## src/rtl/ppu_pkg.sv

```systemverilog
// Shared PPU types and constants: data width, op encoding width and the
// arbiter FSM state type.
`ifndef WORD
`define WORD 32
`endif

package ppu_pkg;

  localparam int WORD_W    = `WORD;
  localparam int OP_BITS   = 4;
  localparam int ARB_CNT_W = 16;

  typedef enum logic [1:0] {
    ARB_RUN     = 2'd0,
    ARB_DRAIN   = 2'd1,
    ARB_DRAINED = 2'd2
  } arb_state_e;

endpackage

```

## src/rtl/ppu_arbiter_rr_arbiter.sv

```systemverilog
// Combinational round-robin grant: first valid requester at or above the
// pointer (modulo NUM_REQ), plus the pointer value that follows that grant.
module rr_arbiter #(
  parameter int NUM_REQ = 4,
  parameter int ID_W    = $clog2(NUM_REQ)
) (
  input  logic [NUM_REQ-1:0] req_i,
  input  logic [ID_W-1:0]    ptr_i,
  output logic [NUM_REQ-1:0] grant_o,
  output logic [ID_W-1:0]    grant_id_o,
  output logic [ID_W-1:0]    ptr_next_o
);

  logic            found;
  logic [ID_W-1:0] idx;

  always_comb begin
    grant_o    = '0;
    grant_id_o = '0;
    found      = 1'b0;
    idx        = '0;
    for (int i = 0; i < NUM_REQ; i++) begin
      idx = ID_W'((int'(ptr_i) + i) % NUM_REQ);
      if (!found && req_i[idx]) begin
        found        = 1'b1;
        grant_o[idx] = 1'b1;
        grant_id_o   = idx;
      end
    end
    ptr_next_o = ID_W'((int'(grant_id_o) + 1) % NUM_REQ);
  end

endmodule

```

## src/rtl/ppu_arbiter.sv

```systemverilog
// Round-robin front end sharing one ppu_top between NUM_REQ requesters, with
// result routing by tag and a flush/drain FSM. Optional PPU_ARB_STATS_EN adds
// per-requester saturating grant counters on grant_cnt_o.
//
// state       | meaning
// ARB_RUN     | arbitrating, one transfer per cycle at most
// ARB_DRAIN   | no new grants, waiting for in-flight ops to retire
// ARB_DRAINED | pipeline empty, flush_done_o high until flush_i drops
module ppu_arbiter
  import ppu_pkg::*;
#(
  parameter int NUM_REQ     = 4,
  parameter int WORD        = WORD_W,
  parameter int PPU_LATENCY = 2,
  parameter int ID_W        = $clog2(NUM_REQ)
) (
  input  logic                       clk_i,
  input  logic                       rst_ni,
  input  logic [NUM_REQ-1:0]         req_valid_i,
  output logic [NUM_REQ-1:0]         req_ready_o,
  input  logic [NUM_REQ*OP_BITS-1:0] req_op_i,
  input  logic [NUM_REQ*WORD-1:0]    req_operand1_i,
  input  logic [NUM_REQ*WORD-1:0]    req_operand2_i,
  input  logic [NUM_REQ*WORD-1:0]    req_operand3_i,
  output logic [NUM_REQ-1:0]         resp_valid_o,
  output logic [WORD-1:0]            resp_result_o,
  output logic                       ppu_in_valid_o,
  output logic [OP_BITS-1:0]         ppu_op_o,
  output logic [WORD-1:0]            ppu_operand1_o,
  output logic [WORD-1:0]            ppu_operand2_o,
  output logic [WORD-1:0]            ppu_operand3_o,
  input  logic [WORD-1:0]            ppu_result_i,
  input  logic                       ppu_out_valid_i,
  input  logic                       flush_i,
  output logic                       flush_done_o,
  output logic                       err_o
`ifdef PPU_ARB_STATS_EN
  ,
  output logic [NUM_REQ*ARB_CNT_W-1:0] grant_cnt_o
`endif
);

  arb_state_e          state_q, state_d;
  logic [ID_W-1:0]     ptr_q, ptr_next, grant_id;
  logic [NUM_REQ-1:0]  grant;
  logic                xfer, in_flight;

  rr_arbiter #(.NUM_REQ(NUM_REQ), .ID_W(ID_W)) u_rr (
    .req_i      (req_valid_i),
    .ptr_i      (ptr_q),
    .grant_o    (grant),
    .grant_id_o (grant_id),
    .ptr_next_o (ptr_next)
  );

  assign xfer = |(req_valid_i & req_ready_o);

  always_comb begin
    state_d      = state_q;
    req_ready_o  = '0;
    flush_done_o = 1'b0;
    case (state_q)
      ARB_RUN: begin
        if (flush_i) state_d = ARB_DRAIN;
        else         req_ready_o = grant;
      end
      ARB_DRAIN: begin
        if (!in_flight) state_d = ARB_DRAINED;
      end
      ARB_DRAINED: begin
        flush_done_o = 1'b1;
        if (!flush_i) state_d = ARB_RUN;
      end
      default: state_d = ARB_RUN;
    endcase
  end

  logic [OP_BITS-1:0] sel_op;
  logic [WORD-1:0]    sel_a, sel_b, sel_c;

  always_comb begin
    sel_op = '0;
    sel_a  = '0;
    sel_b  = '0;
    sel_c  = '0;
    for (int i = 0; i < NUM_REQ; i++) begin
      if (grant[i]) begin
        sel_op = req_op_i[i*OP_BITS +: OP_BITS];
        sel_a  = req_operand1_i[i*WORD +: WORD];
        sel_b  = req_operand2_i[i*WORD +: WORD];
        sel_c  = req_operand3_i[i*WORD +: WORD];
      end
    end
  end

  logic               in_valid_q;
  logic [OP_BITS-1:0] op_q;
  logic [WORD-1:0]    a_q, b_q, c_q;
  logic [ID_W-1:0]    issue_id_q;

  always_ff @(posedge clk_i or negedge rst_ni) begin
    if (!rst_ni) begin
      state_q    <= ARB_RUN;
      ptr_q      <= '0;
      in_valid_q <= 1'b0;
      op_q       <= '0;
      a_q        <= '0;
      b_q        <= '0;
      c_q        <= '0;
      issue_id_q <= '0;
    end else begin
      state_q    <= state_d;
      in_valid_q <= xfer;
      if (xfer) begin
        ptr_q      <= ptr_next;
        op_q       <= sel_op;
        a_q        <= sel_a;
        b_q        <= sel_b;
        c_q        <= sel_c;
        issue_id_q <= grant_id;
      end
    end
  end

  assign ppu_in_valid_o = in_valid_q;
  assign ppu_op_o       = op_q;
  assign ppu_operand1_o = a_q;
  assign ppu_operand2_o = b_q;
  assign ppu_operand3_o = c_q;

  // Last tag stage lines up with the cycle ppu_top presents the matching result.
  logic [PPU_LATENCY-1:0] tag_v_q;
  logic [ID_W-1:0]        tag_id_q [PPU_LATENCY];
  logic                   tag_v_out, hit;
  logic [ID_W-1:0]        tag_id_out;

  always_ff @(posedge clk_i or negedge rst_ni) begin
    if (!rst_ni) begin
      tag_v_q <= '0;
      for (int k = 0; k < PPU_LATENCY; k++) tag_id_q[k] <= '0;
    end else begin
      tag_v_q[0]  <= in_valid_q;
      tag_id_q[0] <= issue_id_q;
      for (int k = 1; k < PPU_LATENCY; k++) begin
        tag_v_q[k]  <= tag_v_q[k-1];
        tag_id_q[k] <= tag_id_q[k-1];
      end
    end
  end

  assign tag_v_out  = tag_v_q[PPU_LATENCY-1];
  assign tag_id_out = tag_id_q[PPU_LATENCY-1];
  assign in_flight  = in_valid_q | (|tag_v_q);
  assign hit        = tag_v_out & ppu_out_valid_i;

  logic [NUM_REQ-1:0] resp_valid_d, resp_valid_q;
  logic [WORD-1:0]    resp_result_q;
  logic               err_q;

  always_comb begin
    resp_valid_d = '0;
    if (hit) resp_valid_d[tag_id_out] = 1'b1;
  end

  always_ff @(posedge clk_i or negedge rst_ni) begin
    if (!rst_ni) begin
      resp_valid_q  <= '0;
      resp_result_q <= '0;
      err_q         <= 1'b0;
    end else begin
      resp_valid_q <= resp_valid_d;
      if (hit) resp_result_q <= ppu_result_i;
      err_q <= err_q | (tag_v_out ^ ppu_out_valid_i);
    end
  end

  assign resp_valid_o  = resp_valid_q;
  assign resp_result_o = resp_result_q;
  assign err_o         = err_q;

`ifdef PPU_ARB_STATS_EN
  logic [ARB_CNT_W-1:0] cnt_q [NUM_REQ];
  logic                 cnt_clr;

  assign cnt_clr = (state_q == ARB_DRAINED) && !flush_i;

  always_ff @(posedge clk_i or negedge rst_ni) begin
    if (!rst_ni) begin
      for (int i = 0; i < NUM_REQ; i++) cnt_q[i] <= '0;
    end else begin
      for (int i = 0; i < NUM_REQ; i++) begin
        if (cnt_clr)                                    cnt_q[i] <= '0;
        else if (req_valid_i[i] && req_ready_o[i] && (cnt_q[i] != '1)) cnt_q[i] <= cnt_q[i] + 1'b1;
      end
    end
  end

  for (genvar g = 0; g < NUM_REQ; g++) begin : g_cnt
    assign grant_cnt_o[g*ARB_CNT_W +: ARB_CNT_W] = cnt_q[g];
  end
`endif

endmodule

```

## config.mk

```make
export PLATFORM = sky130hd
export DESIGN_NAME = ppu_arbiter
export DESIGN_NICKNAME = d
export VERILOG_FILES = /design/src/rtl/ppu_pkg.sv /design/src/rtl/ppu_arbiter_rr_arbiter.sv /design/src/rtl/ppu_arbiter.sv
export SDC_FILE = /design/constraint.sdc
export NUM_CORES = 1
export LEC_CHECK = 0
export ABC_AREA = 1
export CAP_MARGIN = 25
export CELL_PAD_IN_SITES_DETAIL_PLACEMENT = 1
export CELL_PAD_IN_SITES_GLOBAL_PLACEMENT = 2
export CORE_MARGIN = 2
export CORE_UTILIZATION = 20
export DETAILED_ROUTE_END_ITERATION = 16
export PLACE_DENSITY_LB_ADDON = 0.1
export SETUP_SLACK_MARGIN = 0.1
export SLEW_MARGIN = 20
export SYNTH_ARGS = -nofsm -noshare
export SYNTH_HDL_FRONTEND = slang
export SYNTH_SLANG_ARGS = --single-unit
```

## constraint.sdc

```tcl
create_clock -name clk_i -period 5.6 [get_ports clk_i]
set_input_delay 1.68 -clock clk_i [delete_from_list [all_inputs] [get_ports clk_i]]
set_output_delay 1.68 -clock clk_i [all_outputs]
set_load 0.05 [all_outputs]
```

==> impl_metrics.yaml <==
grt:
  gr-usage-all-layers_pct: 21.3
  busiest_layer: "met2"
  grt_start_max_net_pins: 202
  grt_pass1_vias: 12400
  use_met3_pct: 7.77
  grt.overflow.total: 0
  grt_pass1_wl_mm: 80.4
  antenna_found_initial: 24
  grtUsageMet2_pct: 36.6
  use_met1_pct: 24.7
sta:
  tns_ns: 0
  fmax_mhz: 197
  whs_ns: 0.357
  period_needed_ns: 5.07
  setup_viol: 0
  finClkSkew_ns: 0.0103
  fin_crit_sh_pct: 90.5
  rsz0062_at_grt: "no"
  finalMaxSlewViolations: 0
  hold_violations: 0
  setup_ws_ns: 0.533
  slew_headroom_pct: 11.9
  worstMarginPinSlew_ns: 1.32
cts:
  numCtsBuffers: 17
  tritoncts: "built"
  clk_pin_slew_worst_paths_ns: 0.07
  postCtsHoldBufs: 0
  clockBufferDepth: 2
  clk_latency_ns: 0.45
  root_buffer: "clkbuf_16"
  cts_sinks: 150
  cts_setup_buffers: 0
  cts_resized: 0
  cts-htree-levels: 4
synth:
  synth_top_family_by_area: "simple AND/OR/NAND/NOR gates"
  synth-seq-cells: 150
  synthFlopType: "dfrtp_1"
  synth_compound_area_share_pct: 11.0
  muxShareOfSynthArea_pct: 0
  synth_area_per_cell_sq_um: 6.27
  yosys.area_share.simple_pct: 39.6
  synth-xor-area-share_pct: 0
  synth.distinct_cells: 29
  synth_edf_count: 0
  yosysWarnings: 0
  synth-async-reset-ratio_pct: 100
  synthAdderAreaFrac_pct: 0.761
  seq_area_frac_synth_pct: 38.1
  syn_nets: 2020
  synthCells: 1574
  netlist_area_sq_mm: 0.00986
final_layout:
  layout_commonest_cell: "nand2_1"
  post-route-cell-area_sq_mm: 0.0169
  area_growth_pct: 71.7
  n_fill_cell: 6075
  nets: 2535
  drive_above_1_share_pct: 3.95
  utilization_pct: 34.7
  final_cell_mix: "838 x nand2_1, 577 x clkdlybuf4s50_1, 201 x a21oi_1, 150 x dfrtp_1, 111 x inv_1"
job:
  drv_cap: 0
floorplan:
  std_cell_rows: 81
  start_util_pct: 20.2
  ios: 583
  die_h_um: 226
  coreArea_sq_mm: 0.0488
  die_area_sq_mm: 0.0511
  die_x_um: 226
worst_setup_path:
  critical_path.max_fanout: 6
  reg2reg_to: "ppu_operand2_o[17]$_DFFE_PN0P_"
  required_ns: 3.92
  cp-startpoint: "req_valid_i[3]"
  worst-r2r-cell-count: 16
  cp_top_family: "buffers and inverters"
  cp.buffers_inverters: 5
  cpPeakStageDelay_ns: 0.53
  worst_path_most_repeated_cell: "nand2_1"
  crit_type: "input pin to output port"
  cp-start-kind: "input pin"
  ff2ff_setup_slack_ns: 1.64
  r2r_start: "ptr_q[0]$_DFFE_PN0P_"
  worstPathArrival_ns: 3.39
  crit_path_end_kind: "output port"
  crit_chain: "clkdlybuf4s50_1, inv_2, nand2_1, nand3_1, nand2_1, inv_2, nor2_4, nand2_1, nand3_4, nand2_1, inv_1, buf_12"
  critPathSlowestCell: "clkdlybuf4s50_1"
min_path:
  hold_class: "register to register"
  holdPathStages: 0
  min_from: "tag_id_q[3]$_DFF_PN0_"
  min_to: "tag_id_out[1]$_DFF_PN0_"
routing:
  drc: 0
  vias_per_cell: 4.35
  num_vias: 12100
  drt-initial-drc-count: 495
  avgRoutedWirePerCell_um: 19.9
  final_antenna_net_count: 0
  wl_mm: 55.3
  dr.pass1.iters: 4
outcome:
  outcome: "finished, final reports clean"
placed_design:
  dpl-instance-area_sq_mm: 0.0163
  io_buffer_count: 582
  place_congestion: 0.832
  dpl_worst_slack_ns: 0.541
  dpl.hpwl_mm: 41.6
pwr:
  power.density_mw_per_mm2: 704
  leakage_uw: 0.00831
  peakVddDrop_uv: 619
## worst reg2reg max path, cell delays in order (launching register included)
cell,delay (ns)
dfrtp_1,0.61
inv_4,0.13
ha_1,0.41
inv_1,0.13
nand3_1,0.11
nand2_1,0.10
nor2_2,0.26
a21oi_2,0.12
nand3_4,0.10
buf_4,0.40
buf_4,0.76
a21oi_1,0.39
nand2_1,0.12
nand2_1,0.05
nand2_1,0.08
nand2_1,0.06
nand2_1,0.06
## how the worst max path moves through the flow
stage / end / slack [ns] / cells after the start
floorplan: req_ready_o[3] / 0.79 / 11
detailed placement: ppu_operand1_o[26]$_DFFE_PN0P_ / 0.54 / 15
global placement: req_ready_o[3] / 0.58 / 11
global route: req_ready_o[3] / 0.40 / 11
finish: req_ready_o[3] / 0.53 / 12
CTS: req_ready_o[3] / 0.53 / 12
## cells in the mapped netlist (all sizes together) (5+ instances only)
library cell  count  area, sq um
a21oi           202         1010
buf              77          474
clkbuf           29          109
dfrtp           150         3750
ha                6         75.1
inv             119          449
nand2           845         3190
nand3           116          606
nor2              6         47.6
nor3              5         25.0
o21ai             6         30.0
## flip-flops by register name (all words and copies together), names as in the netlist
register        count
issue_id_q          2
tag_id_out          2
resp_valid_o        4
tag_id_q            2
ppu_operand2_o     32
resp_result_o      32
err_o               1
ppu_op_o            4
ppu_operand1_o     32
tag_v_q             2
state_q             2
ppu_in_valid_o      1
ptr_q               2
ppu_operand3_o     32
## report_power, final
group | internal, uW | switching (uW) | leakage [uW] | total, uW
Clock | 764 | 525 | 0.000301 | 1290
Combinational | 2760 | 6070 | 0.00609 | 8830
Sequential | 1540 | 259 | 0.00192 | 1800
Total | 5070 | 6860 | 0.00831 | 11900
## per-layer routing
metal,vias to the layer above,part of all wire (%)
met2,350,50
met1,5712,40
li1,5934,-
met4,22,1.8
met3,69,8.2
met5,-,0.26
## per-stage QoR
stage,total power [uW],instances
after floorplan,7750,1574
after global placement,10700,2734
after detailed placement,10800,2734
after CTS,12200,2766
after global routing,13100,2775
final,11900,2778
## cells by family after synthesis
logic type / Yosys count
and+or+nand+nor: 978
buffers and inverters: 226
AOI/OAI and AO/OA: 214
DFF: 150
adders and majority gates: 6
## final cells by class
class / count / area, sq um / area share, %
inverter: 120 / 455 / 2.69
clock buffer: 19 / 443 / 2.61
antenna: 12 / 30.0 / 0.177
multi-input combinational: 1198 / 5110 / 30.2
tap: 664 / 831 / 4.90
clock inverter: 13 / 195 / 1.15
sequential: 150 / 3750 / 22.2
timing repair buffer: 602 / 6120 / 36.1
(Power assumes the default switching activity.)
